## config.mk

```make
export PLATFORM = sky130hd
export DESIGN_NAME = hazard_fwd_ctrl
export DESIGN_NICKNAME = d
export VERILOG_FILES = /design/src/rtl/hazard_fwd_ctrl.sv
export SDC_FILE = /design/constraint.sdc
export NUM_CORES = 1
export LEC_CHECK = 0
export ABC_AREA = 1
export CAP_MARGIN = 25
export CORE_MARGIN = 2
export CORE_UTILIZATION = 38
export CTS_CLUSTER_SIZE = 10
export DETAILED_ROUTE_END_ITERATION = 10
export PLACE_DENSITY_LB_ADDON = 0.08
export SYNTH_ARGS = -nofsm -noshare
export SYNTH_HDL_FRONTEND = slang
export SYNTH_SLANG_ARGS = --single-unit
```

## constraint.sdc

```tcl
create_clock -name clk -period 2.95 [get_ports clk]
set_input_delay 0.59 -clock clk [delete_from_list [all_inputs] [get_ports clk]]
set_output_delay 0.59 -clock clk [all_outputs]
set_load 0.02 [all_outputs]
```

## src/rtl/hazard_fwd_ctrl.sv

```systemverilog
// Hazard/forwarding controller: tracks EX/MEM/WB destination tags, drives operand mux selects,
// detects load-use stalls and taken-branch flushes. Optional HAZ_PERF_CNT_EN adds stall/flush counters.
module hazard_fwd_ctrl #(
    parameter int REG_ADDR_W = 3
) (
    input  logic                  clk,
    input  logic                  reset,
    input  logic                  id_valid,
    input  logic [REG_ADDR_W-1:0] id_rs1,
    input  logic [REG_ADDR_W-1:0] id_rs2,
    input  logic                  id_use_rs1,
    input  logic                  id_use_rs2,
    input  logic [REG_ADDR_W-1:0] id_rd,
    input  logic                  id_wr_en,
    input  logic                  id_is_load,
    input  logic                  ex_branch_taken,
    output logic [1:0]            fwd_a_sel,
    output logic [1:0]            fwd_b_sel,
    output logic                  stall,
    output logic                  flush
`ifdef HAZ_PERF_CNT_EN
    ,
    output logic [15:0]           stall_cnt,
    output logic [15:0]           flush_cnt
`endif
);

    localparam int STAGES  = 3;  // index 0=EX, 1=MEM, 2=WB
    localparam int NUM_OPS = 2;  // operand A, operand B

    logic [STAGES-1:0]                 vld_pipe;
    logic [STAGES-1:0]                 wr_pipe;
    logic [STAGES-1:0][REG_ADDR_W-1:0] rd_pipe;
    logic                              ex_load;

    logic [NUM_OPS-1:0][REG_ADDR_W-1:0] op_rs;
    logic [NUM_OPS-1:0]                 op_use;
    logic [NUM_OPS-1:0][1:0]            op_sel;
    logic [NUM_OPS-1:0]                 op_luse;

    assign op_rs  = {id_rs2, id_rs1};
    assign op_use = {id_use_rs2, id_use_rs1};

    for (genvar i = 0; i < NUM_OPS; i++) begin : g_op
        logic [STAGES-1:0] hit;
        logic [1:0]        sel;
        logic              active;

        for (genvar s = 0; s < STAGES; s++) begin : g_stg
            assign hit[s] = vld_pipe[s] & wr_pipe[s] & (rd_pipe[s] == op_rs[i]);
        end

        assign active = id_valid & op_use[i];

        // A load in EX has no result yet, so it falls through to older producers.
        always_comb begin
            sel = 2'd0;
            if (active) begin
                if (hit[0] && !ex_load) sel = 2'd1;
                else if (hit[1])        sel = 2'd2;
                else if (hit[2])        sel = 2'd3;
            end
        end

        assign op_sel[i]  = sel;
        assign op_luse[i] = active & hit[0] & ex_load;
    end

    assign fwd_a_sel = op_sel[0];
    assign fwd_b_sel = op_sel[1];
    assign flush     = ex_branch_taken;
    assign stall     = (|op_luse) & ~ex_branch_taken;

    always_ff @(posedge clk or posedge reset) begin
        if (reset) begin
            vld_pipe <= '0;
            wr_pipe  <= '0;
            rd_pipe  <= '0;
            ex_load  <= 1'b0;
        end else begin
            vld_pipe <= {vld_pipe[STAGES-2:0], id_valid & ~stall & ~flush};
            wr_pipe  <= {wr_pipe[STAGES-2:0], id_wr_en};
            rd_pipe  <= {rd_pipe[STAGES-2:0], id_rd};
            ex_load  <= id_is_load;
        end
    end

`ifdef HAZ_PERF_CNT_EN
    always_ff @(posedge clk or posedge reset) begin
        if (reset) begin
            stall_cnt <= '0;
            flush_cnt <= '0;
        end else begin
            if (stall && stall_cnt != 16'hFFFF) stall_cnt <= stall_cnt + 16'd1;
            if (flush && flush_cnt != 16'hFFFF) flush_cnt <= flush_cnt + 16'd1;
        end
    end
`endif

endmodule
```

-- Word level (Yosys, flattened, before mapping)
Index checks and enable logic that the tools add are counted.
- multiplexer cells: 8
- bitwise gates (word level): 20
- equal/unequal tests: 6
- reductions and logical operators: 4
- operators with widths (kind ; count):
    $and A1 B1 Y1 ; 18
    $eq A3 B3 Y1 ; 6
    $mux W2 ; 8
    $logic_and A1 B1 Y1 ; 2
    $not A1 Y1 ; 2
    $reduce_or A2 Y1 ; 1
    $logic_not A1 Y1 ; 1
- register bits after elaboration: 16

-- Longest topological paths before layout
Gate-level depths: netlist of the first run.
- depth in word-level cells: 9
- gate-level depth with buffers: 7
- gate-level depth less buffers: 7

-- Worst setup path before layout of the first run
No wires, ideal clock.
- kind: input to output
- from: input port id_rs2[2]
- to: output port fwd_b_sel[1]
- data arrival time: 1346 ps
- stages on the path: 4
- setup slack: 1014 ps
- path through: xnor2_1 > nand2_1 > or2_0 > a21oi_1
- cells in the longest elaborated chain, start to end: 6
- elaborated cells between the ends (all ways): 11
- ends and longest elaborated chain (what ; line ; source):
    from (decl) ; 10 ; input logic [REG_ADDR_W-1:0] id_rs2,
    $eq A3 B3 Y1 ; 50 ; assign hit[s] = vld_pipe[s] & wr_pipe[s] & (rd_pipe[s] == op_rs[i]);
    $and A1 B1 Y1 ; 50 ;
    $mux W2 ; 61 ; else if (hit[2]) sel = 2'd3;
    $mux W2 ; 60 ; else if (hit[1]) sel = 2'd2;
    $mux W2 * ; 59 ; if (hit[0] && !ex_load) sel = 2'd1;
    $mux W2 * ; 58 ; if (active) begin
    to (decl) ; 18 ; output logic [1:0] fwd_b_sel,
Every way passes the cells marked *; elsewhere a longest branch is shown, timed or not.

-- Final worst setup path of the first run
- from: input port id_rs2[2]
- to: output port fwd_b_sel[0]
The elaborated chain is that of the path after synthesis.

==> results of run 1 <==
==> where the power goes <==
part	total (mW)	internal, mW	switching, mW
combinational	0.0722	0.0370	0.0352
sequential	0.238	0.230	0.00816
clock	0.105	0.0474	0.0572
total	0.415	0.315	0.101
==> synth_stat cells (all sizes together) <==
| cell | number | share of area [%] |
|---|---|---|
| a21boi | 1 | 0.91 |
| a21oi | 7 | 4.2 |
| buf | 1 | 0.91 |
| dfrtp | 16 | 48 |
| inv | 21 | 9.5 |
| nand2 | 42 | 19 |
| nand3 | 6 | 3.6 |
| nand4 | 1 | 0.76 |
| nor2 | 12 | 5.7 |
| o211ai | 1 | 0.91 |
| or2 | 1 | 0.76 |
| xnor2 | 4 | 4.2 |
| xor2 | 1 | 1.1 |
==> cell type report <==
cell class | instances | area [um2]
sequential | 16 | 400.4
tap | 27 | 33.78
clock buffer | 3 | 22.52
inverter | 21 | 78.83
multi-input combinational | 76 | 341.6
fill | 195 | 884.6
timing repair buffer | 23 | 240.2
==> flip-flops by register name (all words and copies together), names as in the netlist <==
name      flops
rd_pipe       9
vld_pipe      3
wr_pipe       3
ex_load       1
==> per-layer routing <==
metal / track usage [%] / up-vias
met5: 0 / -
met4: 9.459 / 0
met3: 1.190 / 4
met2: 22.15 / 15
met1: 19.54 / 321
li1: - / 393
==> metrics by stage <==
| step | cells | cell area (um2) | util (%) | setup WS, ps |
|---|---|---|---|---|
| after floorplan | 114 | 828.3 | - | 1014 |
| after global placement | 163 | 1082 | 54.06 | 36.67 |
| after detailed placement | 163 | 1082 | 54.06 | 9.368 |
| after CTS | 166 | 1105 | 55.19 | 7.933 |
| after global routing | 166 | 1117 | 55.81 | 252.7 |
| final | 166 | 1117 | 55.81 | 392.4 |
==> worst max-delay path, cell delays in order <==
cell and delay [ps]:
clkdlybuf4s50_1 560, inv_1 60, nand2_1 50, nand2_1 50, nor2_1 150, nand3_1 120, a21oi_1 160, dlymetal6s2s_1 240
==> logic make-up after synthesis <==
logic type,share of synthesized area (%)
buf+inv,10.42
simple gates,29.91
compound gates,6.043
flops,48.34
xor+xnor,5.287
==> placed cells by master (no fill, tap or decap), drive strengths merged <==
cell type | Yosys | routed
xor2 | 1 | 1
nand4 | 1 | 1
xnor2 | 4 | 4
a21oi | 7 | 7
clkdlybuf4s50 | 0 | 17
buf | 1 | 1
a21boi | 1 | 1
o211ai | 1 | 1
nor2 | 12 | 12
or2 | 1 | 1
nand3 | 6 | 6
inv | 21 | 21
dlymetal6s2s | 0 | 5
dfrtp | 16 | 16
nand2 | 42 | 42
clkbuf | 0 | 3
==> final timing paths <==
| kind | to | from | slack, ps | cells past startpoint |
|---|---|---|---|---|
| worst max-delay path | fwd_b_sel[0] | id_rs2[2] | 390 | 8 |
| worst min-delay path | wr_pipe[1] | wr_pipe[0] | 390 | 0 |
| worst max register to register | vld_pipe[0] | rd_pipe[2] | 1870 | 7 |
| worst min register to register | wr_pipe[1] | wr_pipe[0] | 390 | 0 |
| max in group asynchronous | ex_load | reset | 1920 | 2 |
| min in group asynchronous | wr_pipe[2] | reset | 660 | 2 |
==> what timing repair did <==
| action | in CTS | in global routing |
|---|---|---|
| gates resized for setup | 0 | 5 |
| endpoints found under the hold margin | 0 | 0 |
| hold buffers | 0 | 0 |
| endpoints found under the setup margin | 0 | 5 |
==> flow_metrics.tcl, run 1 <==
set metrics [dict create \
    grt_max_degree 17 \
    wl_met3_um 72 \
    cts_setup_buffers 0 \
    syn-num-nets 131 \
    critPathKind "in2out" \
    relSlewSlack_pct 62.27 \
    syn-mean-instance-area_um2 7.266 \
    core_um2 2002 \
    yosys_warnings 0 \
    power_mw 0.4153 \
    setup_viol 0 \
    max_freq_ghz 0.3910 \
    cp.required_ps 2360 \
    fin_nets 158 \
    wl_met2_um 750 \
    drt_iter0_markers 10 \
    die_w_um 50.69 \
    power.leakage_nw 0.6613 \
    slew_viol_final 0 \
    via_per_inst 4.416 \
    netlist_instances 114 \
    power-per-cell-area_nw_per_um2 371.7 \
    fin_setup_tns_ps 0 \
    cp-start-kind "input pin" \
    ir_worst_vdd_v 0.0002705 \
    hold_ws_ps 385.8 \
    antennaDiodeCount 0 \
    antenna_left 0 \
    status "complete, no violations" \
    grt_pass1_wl_um 2753 \
    rows 16 \
    netlist_area_um2 828.3 \
    final_layout_size_suffix_gt1_share_pct 4.317 \
    synth.distinct_cells 15 \
    start_util_pct 41.37 \
    dieArea_um2 2569 \
    fin_skew_ps 0.5614 \
    antenna_found_initial 0 \
    die_h_um 50.69 \
    cts_root_buffer "clkbuf_4" \
    clk_pin_slew_worst_paths_ps 70 \
    io_buffers 22 \
    clk_latency_ps 280 \
    grt_overflow 0 \
    cts_buffers 3 \
    firstDrtPassIters 5 \
    h-tree-depth 1 \
    finalCritPeriodShare_pct 86.70 \
    grt_util_all_layers_pct 14.47 \
    tritoncts "done" \
    drv_cap 0 \
    wire_per_inst_um 9.657 \
    gp_congestion 0.8478 \
    fin_crit_ps 2558 \
    yosys_register_bits 16 \
    clock_path_buffers 2 \
    highest_layer "met4" \
    rsz0062_at_grt "false" \
    worstSetupEndpointType "output port" \
    seq_area_frac_synth_pct 48.34 \
    cp.arrival_ps 1970 \
    clkSinkCount 16 \
    vias 733 \
    min_path_type "reg2reg" \
    crit_fanout 4 \
    detail_route.wirelength_um 1603 \
    wl_met1_um 745 \
    io_pins 23 \
    worstMarginPinSlew_ps 565.4 \
    hold_viol_final 0 \
    area_growth_pct 34.89 \
    grt_pass1_vias 683 \
    drc_errors 0 \
    dpl.hpwl_um 1280 \
]
Power figures use the tool's default switching activity.
==> run 2, diff against run 1 <==
--- a/config.mk
+++ b/config.mk
@@ -8,7 +8,7 @@
 export ABC_AREA = 1
 export CAP_MARGIN = 25
 export CORE_MARGIN = 2
-export CORE_UTILIZATION = 38
+export CORE_UTILIZATION = 35
 export CTS_CLUSTER_SIZE = 10
 export DETAILED_ROUTE_END_ITERATION = 10
 export PLACE_DENSITY_LB_ADDON = 0.08
==> run 2 against run 1 <==
  * Final cell count rose by 1.8%
  * Via count grew 1.5%
  * Wire length is 0.81% higher
  * Largest power group unchanged
  * Critical path type unchanged
  * Total power rose by 7.9%
  * Worst setup slack worse by 110 ps
  * Critical path depth is the same
  * Non-clock buffer count rose by 1
  * First-iteration DRC count down 50%
  * Largest cell class unchanged
  * Clock power up 30%
  * Maximum frequency down 4.3%
==> flow_metrics.tcl, run 2 (same netlist as run 1, synthesis figures left out) <==
set metrics [dict create \
    status "complete, no violations" \
    io_pins 23 \
    worstSetupEndpointType "output port" \
    cts_resized 2 \
    grt_pass1_wl_um 2711 \
    grt_pass1_vias 675 \
    cp-start-kind "input pin" \
    detail_route.wirelength_um 1616 \
    drc_errors 0 \
    critPathKind "in2out" \
    power_mw 0.4481 \
    die_h_um 52.65 \
    placed_area_um2 1091 \
    io_buffers 22 \
    reg2reg_slack_ps 1840 \
    fill_cells 230 \
    reg2reg_from "rd_pipe[1]" \
    fin_skew_ps 4.026 \
    cts_buffers 3 \
    dieArea_um2 2772 \
    reg_top3 "rd_pipe x9, vld_pipe x3, wr_pipe x3" \
    antenna_found_initial 0 \
    max_freq_ghz 0.3742 \
    fin_crit_ps 2672 \
    min_path_type "reg2reg" \
    cts_root_buffer "clkbuf_4" \
    grt_util_all_layers_pct 13.78 \
    crit_fanout 4 \
    firstDrtPassIters 4 \
    tritoncts "done" \
    reg2regPathDepth 7 \
    vias 744 \
    min_to "vld_pipe[2]" \
    hold_viol_final 0 \
    relSlewSlack_pct 62.70 \
    cp.required_ps 2360 \
    start_util_pct 37.09 \
    clk_latency_ps 280 \
    final_layout_size_suffix_gt1_share_pct 5.674 \
    layout.cells.most_common_list "nand2_1, inv_1, clkdlybuf4s50_1" \
    slew_viol_final 0 \
    holdBufCountCts 0 \
    final_common_cell "nand2_1" \
    clk_pin_slew_worst_paths_ps 90 \
    power.leakage_nw 0.6456 \
    min_from "vld_pipe[1]" \
    worstMarginPinSlew_ps 558.8 \
    h-tree-depth 1 \
    dpl.hpwl_um 1340 \
    drt_iter0_markers 5 \
    grt_overflow 0 \
    via_per_inst 4.402 \
    die_w_um 52.65 \
    wire_per_inst_um 9.562 \
    power-per-cell-area_nw_per_um2 395.7 \
    ir_worst_vdd_v 0.0002761 \
    fin_nets 159 \
    hold_depth 0 \
    core_um2 2233 \
    regMostFlops "rd_pipe" \
    grt_max_degree 17 \
    drv_cap 0 \
    r2r-end "vld_pipe[0]" \
    cts_setup_buffers 0 \
    clock_path_buffers 2 \
    antenna_left 0 \
    clkSinkCount 16 \
    gp_congestion 0.8392 \
    finalCritPeriodShare_pct 90.59 \
    stdcell_area_um2 1132 \
    rows 17 \
    largest_reg_flops 9 \
    antennaDiodeCount 0 \
    setup_viol 0 \
    cp.arrival_ps 2080 \
    rsz0062_at_grt "false" \
    area_growth_pct 36.71 \
]
run 2: cell count changes in the layout (fill, tap and decap cells not counted), sizes merged:
cell / before / now
buf: 1 / 2
dlymetal6s2s: 5 / 3
dlygate4sd2: 0 / 2
clkbuf: 3 / 4
run 2: critical path: stages:
cell             delay [ps]
clkdlybuf4s50_1         570
inv_1                    60
nand2_1                  60
nand2_1                  50
nor2_1                  130
nand3_1                 110
a21oi_1                 160
dlygate4sd2_1           350
run 2: worst max path at each step:
| stage | from | depth (start not counted) | end |
|---|---|---|---|
| final | id_rs1[2] | 8 | fwd_a_sel[0] |
| after global routing | id_rs1[2] | 8 | fwd_a_sel[0] |
| after CTS | id_rs2[2] | 8 | fwd_b_sel[0] |
| after detailed placement | id_rs1[2] | 8 | fwd_a_sel[0] |
| after floorplan | id_rs2[2] | 4 | fwd_b_sel[1] |
| after global placement | id_rs2[0] | 8 | stall |
run 2: per-stage QoR:
step / cells / util (%) / worst slack [ps] / hold slack (ps) / setup TNS [ps]
2_1_floorplan: 114 / - / 1014 / 353.5 / 0
3_3_place_gp: 165 / 48.85 / 18.89 / 356.9 / 0
3_5_place_dp: 165 / 48.85 / -6.904 / 363.5 / -7.559
6_report: 169 / 50.70 / 277.6 / 383.8 / 0
4_1_cts: 169 / 50.36 / 4.612 / 384.8 / 0
5_1_grt: 169 / 50.70 / 138.0 / 404.9 / 0
run 2: area by class of cell:
cell class              count  area (um2)  share of cell area, %
repair buffers             24       240.2                  21.22
flip-flops and latches     16       400.4                  35.36
well taps                  28       35.03                  3.094
clock buffers               4       36.28                  3.204
multi-input cells          76       341.6                  30.17
inverters                  21       78.83                  6.961
run 2: report_power, final:
part	leakage (nW)	switching, mW	total, mW	internal (mW)
sequential	0.190	0.00826	0.239	0.230
combinational	0.434	0.0357	0.0734	0.0377
clock	0.0210	0.0611	0.136	0.0750
run 2: routing by layer:
layer | global-route usage, % | vias to the layer above | wire (um)
li1 | - | 397 | -
met1 | 17.99 | 322 | 777
met2 | 21.25 | 21 | 724
met3 | 2.571 | 4 | 83
met4 | 7.692 | 0 | 31
met5 | 0 | - | 0
